`config.mk`:
```
export PLATFORM = sky130hd
export DESIGN_NAME = huffman_stage_ctrl
export DESIGN_NICKNAME = d
export VERILOG_FILES = /design/src/rtl/huffman_stage_ctrl.sv
export SDC_FILE = /design/constraint.sdc
export NUM_CORES = 1
export LEC_CHECK = 0
export BUFFER_PORTS_ARGS = -buffer_cell sky130_fd_sc_hd__buf_2
export CAP_MARGIN = 5
export CORE_MARGIN = 2
export CORE_UTILIZATION = 44
export CTS_CLUSTER_DIAMETER = 40
export DETAILED_ROUTE_END_ITERATION = 12
export PLACE_DENSITY = 0.84
export SLEW_MARGIN = 20
export SYNTH_ARGS = -nofsm -noshare
export SYNTH_HDL_FRONTEND = slang
export SYNTH_SLANG_ARGS = --single-unit
```
`constraint.sdc`:
```
create_clock -name Clk_in -period 2.1 [get_ports Clk_in]
set_input_delay 0.315 -clock Clk_in [delete_from_list [all_inputs] [get_ports Clk_in]]
set_output_delay 0.315 -clock Clk_in [all_outputs]
set_load 0.02 [all_outputs]
```
`src/rtl/huffman_stage_ctrl.sv`:
```
// huffman_stage_ctrl: start/finish sequencer for the four Huffman stages.
// Optional stage watchdog is built when HUFF_STAGE_WDOG_EN is defined.
module huffman_stage_ctrl #(
  parameter int unsigned     TO_W     = 16,
  parameter logic [TO_W-1:0] TO_LIMIT = 16'd1000
) (
  input  logic       Clk_in,
  input  logic       n_Rst,
  input  logic       Start,
  input  logic       Abort,
  input  logic       Fin_getnum,
  input  logic       Fin_tree,
  input  logic       Fin_code,
  input  logic       Fin_out,
  output logic       Start_getnum,
  output logic       Start_tree,
  output logic       Start_code,
  output logic       Start_out,
  output logic       Busy,
  output logic       Done,
  output logic [2:0] Stage,
  output logic       Err,
  output logic [1:0] Err_stage
);

  typedef enum logic [2:0] {
    S_IDLE   = 3'd0,
    S_GETNUM = 3'd1,
    S_TREE   = 3'd2,
    S_CODE   = 3'd3,
    S_OUT    = 3'd4,
    S_DONE   = 3'd5,
    S_ERR    = 3'd6
  } state_t;

  state_t r_state;
  state_t w_nxt;
  logic   r_start_q;
  logic   w_edge;
  logic   w_fin;
  logic   w_pulse;
  logic   w_adv;
  logic   w_to;
  logic   w_in_stage;

  assign w_edge     = Start & ~r_start_q;
  assign w_in_stage = (r_state == S_GETNUM) || (r_state == S_TREE) ||
                      (r_state == S_CODE)   || (r_state == S_OUT);

  // Fin is ignored while its own start pulse is still on the wire
  always_comb begin
    w_fin   = 1'b0;
    w_pulse = 1'b0;
    unique case (r_state)
      S_GETNUM: begin w_fin = Fin_getnum; w_pulse = Start_getnum; end
      S_TREE:   begin w_fin = Fin_tree;   w_pulse = Start_tree;   end
      S_CODE:   begin w_fin = Fin_code;   w_pulse = Start_code;   end
      S_OUT:    begin w_fin = Fin_out;    w_pulse = Start_out;    end
      default:  ;
    endcase
  end

  assign w_adv = w_fin & ~w_pulse;

`ifdef HUFF_STAGE_WDOG_EN
  logic [TO_W-1:0] r_cnt;
  logic [1:0]      w_idx;

  assign w_to  = w_in_stage && (r_cnt == TO_LIMIT);
  assign w_idx = 2'(r_state - 3'd1);

  always_ff @(posedge Clk_in or negedge n_Rst) begin
    if (!n_Rst) begin
      r_cnt <= '0;
    end else if (!w_in_stage || (w_nxt != r_state)) begin
      r_cnt <= '0;
    end else begin
      r_cnt <= r_cnt + {{(TO_W-1){1'b0}}, 1'b1};
    end
  end

  always_ff @(posedge Clk_in or negedge n_Rst) begin
    if (!n_Rst) begin
      Err       <= 1'b0;
      Err_stage <= 2'd0;
    end else if (w_nxt != S_ERR) begin
      Err       <= 1'b0;
      Err_stage <= 2'd0;
    end else if (r_state != S_ERR) begin
      Err       <= 1'b1;
      Err_stage <= w_idx;
    end
  end
`else
  logic [TO_W-1:0] w_unused_lim;

  assign w_unused_lim = TO_LIMIT;
  assign w_to         = 1'b0;
  assign Err          = 1'b0;
  assign Err_stage    = 2'd0;
`endif

  // Abort outranks both Fin and the watchdog
  always_comb begin
    w_nxt = r_state;
    unique case (r_state)
      S_IDLE: begin
        if (w_edge && !Abort) w_nxt = S_GETNUM;
      end
      S_GETNUM, S_TREE, S_CODE, S_OUT: begin
        if (Abort)      w_nxt = S_IDLE;
        else if (w_adv) w_nxt = state_t'(r_state + 3'd1);
        else if (w_to)  w_nxt = S_ERR;
      end
      S_DONE: w_nxt = S_IDLE;
      S_ERR: begin
        if (Abort)       w_nxt = S_IDLE;
        else if (w_edge) w_nxt = S_GETNUM;
      end
      default: w_nxt = S_IDLE;
    endcase
  end

  always_ff @(posedge Clk_in or negedge n_Rst) begin
    if (!n_Rst) begin
      r_state      <= S_IDLE;
      r_start_q    <= 1'b0;
      Stage        <= 3'd0;
      Busy         <= 1'b0;
      Done         <= 1'b0;
      Start_getnum <= 1'b0;
      Start_tree   <= 1'b0;
      Start_code   <= 1'b0;
      Start_out    <= 1'b0;
    end else begin
      r_state      <= w_nxt;
      r_start_q    <= Start;
      Stage        <= w_nxt;
      Busy         <= (w_nxt >= S_GETNUM) && (w_nxt <= S_OUT);
      Done         <= (w_nxt == S_DONE);
      Start_getnum <= (w_nxt == S_GETNUM) && (r_state != S_GETNUM);
      Start_tree   <= (w_nxt == S_TREE)   && (r_state != S_TREE);
      Start_code   <= (w_nxt == S_CODE)   && (r_state != S_CODE);
      Start_out    <= (w_nxt == S_OUT)    && (r_state != S_OUT);
    end
  end

endmodule
```
; Yosys cells after proc, flatten, opt, wreduce, memory -nomap -nowiden
; Cells that the tools add are included.
[totals]
regBits = 10
latch_bits = 0
ram_bits = 0
rom_bits = 0
input_bits = 8
out_inout_bits = 12
elab_cells = 46
memories = 0
[classes]
add_sub_neg = 1
multipliers = 0
div = 0
order_cmp = 2
n_eq_ne = 14
n_shift = 0
n_mux = 8
bitwise = 4
reduce_logical = 9
[op_table]
columns = operator, n
row1 = 2-to-1 mux 3 bit, 5
row2 = equality test 3 x 2 -> 1 bit (second input constant), 4
row3 = equality test 3 bit (second input constant), 4
row4 = case mux 3 bit (3 select lines), 1
row5 = case mux 1 bit (4 select lines), 2
row6 = equality test 3 x 1 -> 1 bit (second input constant), 2
row7 = logical AND 1 bit, 6
row8 = != test 3 x 2 -> 1 bit (second input constant), 2
row9 = OR reduction 4 bit, 1
row10 = adder 3 x 1 -> 3 bit (second input constant), 1
row11 = greater-or-equal comparator 3 x 1 -> 1 bit (second input constant), 1
row12 = <= comparator 3 bit (second input constant), 1
row13 = logical NOT 3 bit, 1
row14 = != test 3 x 1 -> 1 bit (second input constant), 1
row15 = != test 3 bit (second input constant), 1
row16 = AND 1 bit, 2
row17 = inverter 1 bit, 2
row18 = logical NOT 1 bit, 1

; Depth between registers and ports, before layout
[logic_depth]
word_depth = 9
mapped_depth = 10
ltp_nobuf = 9

; Worst setup path before layout
; Ideal clock, no wire load.
[synth_path]
path_type = register -> register
from = reg r_state[0]
to = reg Start_out
setup_ns = 0.066
t_arrival_ns = 2.278
required_time_ns = 2.034
slack_ns = -0.245
path_stages_with_launch = 9
n_path_buf = 0
synth_period_minus_slack_ns = 2.345
path_cell_list = dfrtp_1 ha_1 ha_1 o41a_1 nand3_1 o21ai_1 a311oi_2 nor2b_1 and3_1
[synth_between]
elab_chain_len = 9
word_cells_on_any_way = 21
classes_between = add/sub (1) / eq/ne (7) / mux (8) / bitwise (2) / reduce/logical (3)
[synth_lines]
columns = element, line_no
row1 = from (decl), 36  ; state_t r_state;
row2 = from (signal assigned), 136  ; r_state <= w_nxt;
row3 = "equality test 3 bit, or another cell as far along", "54, 106"
row4 = case mux 1 bit (4 select lines), 54  ; unique case (r_state)
row5 = inverter 1 bit, 63  ; assign w_adv = w_fin & ~w_pulse;
row6 = AND 1 bit, 63
row7 = 2-to-1 mux 3 bit, 112  ; else if (w_adv) w_nxt = state_t'(r_state + 3'd1);
row8 = 2-to-1 mux 3 bit, 111  ; if (Abort) w_nxt = S_IDLE;
row9 = case mux 3 bit (3 select lines), 106  ; unique case (r_state)
row10 = equality test 3 bit, 144  ; Start_out <= (w_nxt == S_OUT) && (r_state != S_OUT);
row11 = logical AND 1 bit *, 144
row12 = to (signal assigned), 144
row13 = to (decl), 18  ; output logic Start_out,
; Every way passes the cells marked *; elsewhere a longest branch is shown, timed or not.

; Final worst setup path
; Ends and elaborated chain as after synthesis.

==> flow_metrics.py <==
metrics = {
    "status": {
        "outcome": "finished with violations",
        "violations": "setup timing",
    },
    "worst_setup_path": {
        "start_kind": "flip-flop",
        "worstPathRequired_ns": 2.31,
        "arrival_ns": 2.50,
        "path_class": "reg -> reg",
        "rr_worst_depth": 9,
        "crit_path_end_kind": "flip-flop",
        "cp_max_fo": 5,
    },
    "timing": {
        "timing.fmax_ghz": 0.4372,
        "hold_viol_final": 0,
        "layout_setup_ws_ns": -0.1873,
        "report.final.setup_viol": 7,
        "min_period_ns": 2.287,
        "rsz0062_at_grt": "yes",
        "drv_slew": 0,
        "whs_ns": 0.1742,
        "finalSetupTns_ns": -1.070,
        "skew_ns": 0.004534,
        "min_period_over_period": 1.089,
    },
    "synthesis": {
        "synth_compound_area_frac": 0.2127,
        "synth_cells": 64,
        "synthMuxAreaShare": 0.01493,
        "synthAdderAreaFrac": 0.09328,
        "yosys.area_share.simple": 0.2090,
        "synth_xor_area_frac": 0.01306,
        "syn_area_per_cell_um2": 10.48,
        "seq_area_frac_synth": 0.3731,
        "synth_top_family_by_area": "compound AO/OA/AOI/OAI gates",
        "yosysWarnings": 0,
        "syn_area_um2": 670.6,
        "synth_cell_type_count": 33,
        "ys_ff_latch": 10,
    },
    "clock_network": {
        "clk_pin_slew_worst_paths_ns": 0.07,
        "cts_buffer_depth": 2,
        "cts_buffers": 3,
        "clock-sinks": 10,
        "tritoncts": "built",
        "clk_latency_ns": 0.27,
        "cts.htree.levels": 1,
        "root_buffer": "clkbuf_4",
    },
    "flow_run": {
        "drv_cap": 0,
    },
    "drt": {
        "wl_mm": 1.977,
        "drtIter0Drc": 14,
        "routed-wl-met3_um": 75,
        "drc": 0,
        "viasPerCell": 5.459,
        "wl_per_cell_um": 16.20,
        "met2_length_mm": 1.015,
        "ant_nets": 0,
        "wl_met1_um": 809,
        "dr.pass1.iters": 4,
        "highest_layer": "met4",
        "via_count": 666,
    },
    "floorplan": {
        "core_um2": 1471,
        "ios": 20,
        "dieArea_um2": 1852,
        "fp.dieW_um": 43.04,
        "die_h_um": 43.04,
        "std_cell_rows": 14,
        "initial_core_util": 0.4558,
    },
    "global_route": {
        "grt_first_pass_wirelength_mm": 3.111,
        "grt_pass1_vias": 732,
        "antenna_found_initial": 0,
        "grt_start_max_net_pins": 12,
        "grt_overflow": 0,
        "grt_use_total": 0.2328,
    },
    "placed_design": {
        "place_ws_ns": -0.2737,
        "hpwl_mm": 1.204,
        "gp_congestion": 0.8454,
        "place_inst": 110,
        "io_buffers": 16,
        "placed_area_um2": 908.4,
    },
    "final_layout": {
        "num_antenna_cells": 0,
        "final_common_cell": "buf_4",
        "final_cell_mix": "buf_4 (21), buf_2 (16), dfrtp_1 (7)",
        "final_nets": 120,
        "final_area_um2": 1114,
        "drive_gt1_frac": 0.6981,
        "fillers": 97,
        "final_cells": 122,
        "area_delta_synth_final_pct": 66.05,
        "final_core_util": 0.7568,
    },
    "hold_path": {
        "hp-class": "in -> reg",
        "min_path_cells": 1,
    },
    "power": {
        "cellLeakagePower_nw": 0.5353,
        "peakVddDrop_mv": 0.9859,
        "finalPower_mw": 1.573,
        "p_per_area_nw_per_um2": 1413,
    },
}
[Yosys cell counts, drive strengths merged]
cell	count	area, µm²
nor4	1	6.260
conb	1	3.750
a32o	1	10.01
nor2	2	7.510
o311a	1	10.01
nand2b	1	6.260
buf	4	33.78
a22o	1	8.760
mux2i	1	10.01
o41a	1	11.26
o21a	1	15.01
nand3	1	5.000
a32oi	1	8.760
and3	2	12.51
o31ai	1	7.510
and2b	2	17.52
a211oi	1	20.02
nor3	3	15.01
nor3b	3	22.52
inv	5	18.77
ha	5	62.56
o21ai	4	23.77
a22oi	1	12.51
a311oi	1	15.01
or2	1	6.260
nor2b	3	26.27
nand2	4	15.01
xnor2	1	8.760
dfrtp	10	250.2
[cell families after synthesis]
logic type | Yosys count
buffers and inverters | 9
AOI/OAI and AO/OA | 14
xor gates and xnor gates | 1
muxes | 1
DFF | 10
adders and majority gates | 5
other | 1
and+or+nand+nor | 23
[repair_timing]
item                       CTS  global route
gates resized for setup     12             7
hold endpoints to repair    10             0
pin swaps                    5             6
buffers inserted             4             3
hold buffers                 1             0
setup endpoints to repair    7             9
[power by group]
group	switching, mW	internal, mW	total (mW)
logic	0.530	0.570	1.10
clock network	0.0659	0.105	0.171
registers	0.0553	0.246	0.302
total	0.651	0.922	1.57
[sequential cells by signal, summed over array words and instances (netlist names)]
signal	cells
Busy	1
Start_code	1
Start_tree	1
Done	1
Start_out	1
r_state	3
r_start_q	1
Start_getnum	1
[final cells by class]
class,count,area [µm²],area share
well taps,16,20.02,0.01798
multi-input cells,47,514.2,0.4618
repair buffers,40,270.3,0.2427
flip-flops and latches,10,254.0,0.2281
inverters,5,18.77,0.01685
clock buffers,4,36.28,0.03258
[metal layers]
metal,global-route usage,vias to the layer above
met4,0.1939,0
met5,0,-
met3,0.03830,11
li1,-,308
met1,0.2647,326
met2,0.3758,21
[final timing paths]
check | from | to | slack, ns
max in group asynchronous | n_Rst | r_state[0]$_DFF_PN0_ | 1.45
setup reg to reg | r_state[0]$_DFF_PN0_ | Start_out$_DFF_PN0_ | -0.19
setup / recovery | r_state[0]$_DFF_PN0_ | Start_out$_DFF_PN0_ | -0.19
hold reg to reg | r_state[2]$_DFF_PN0_ | Start_out$_DFF_PN0_ | 0.83
min in group asynchronous | n_Rst | Start_code$_DFF_PN0_ | 0.44
hold / removal | Start | r_start_q$_DFF_PN0_ | 0.17
[worst max-delay path: stages, from the launching register on]
cell      delay [ns]
dfrtp_2         0.47
ha_4            0.18
ha_4            0.17
nor4_2          0.39
nor3_1          0.11
nand2_1         0.11
o21ai_2         0.08
a311oi_4        0.34
nor2b_4         0.22
and3_1          0.15
Power figures use the tool's default switching activity.
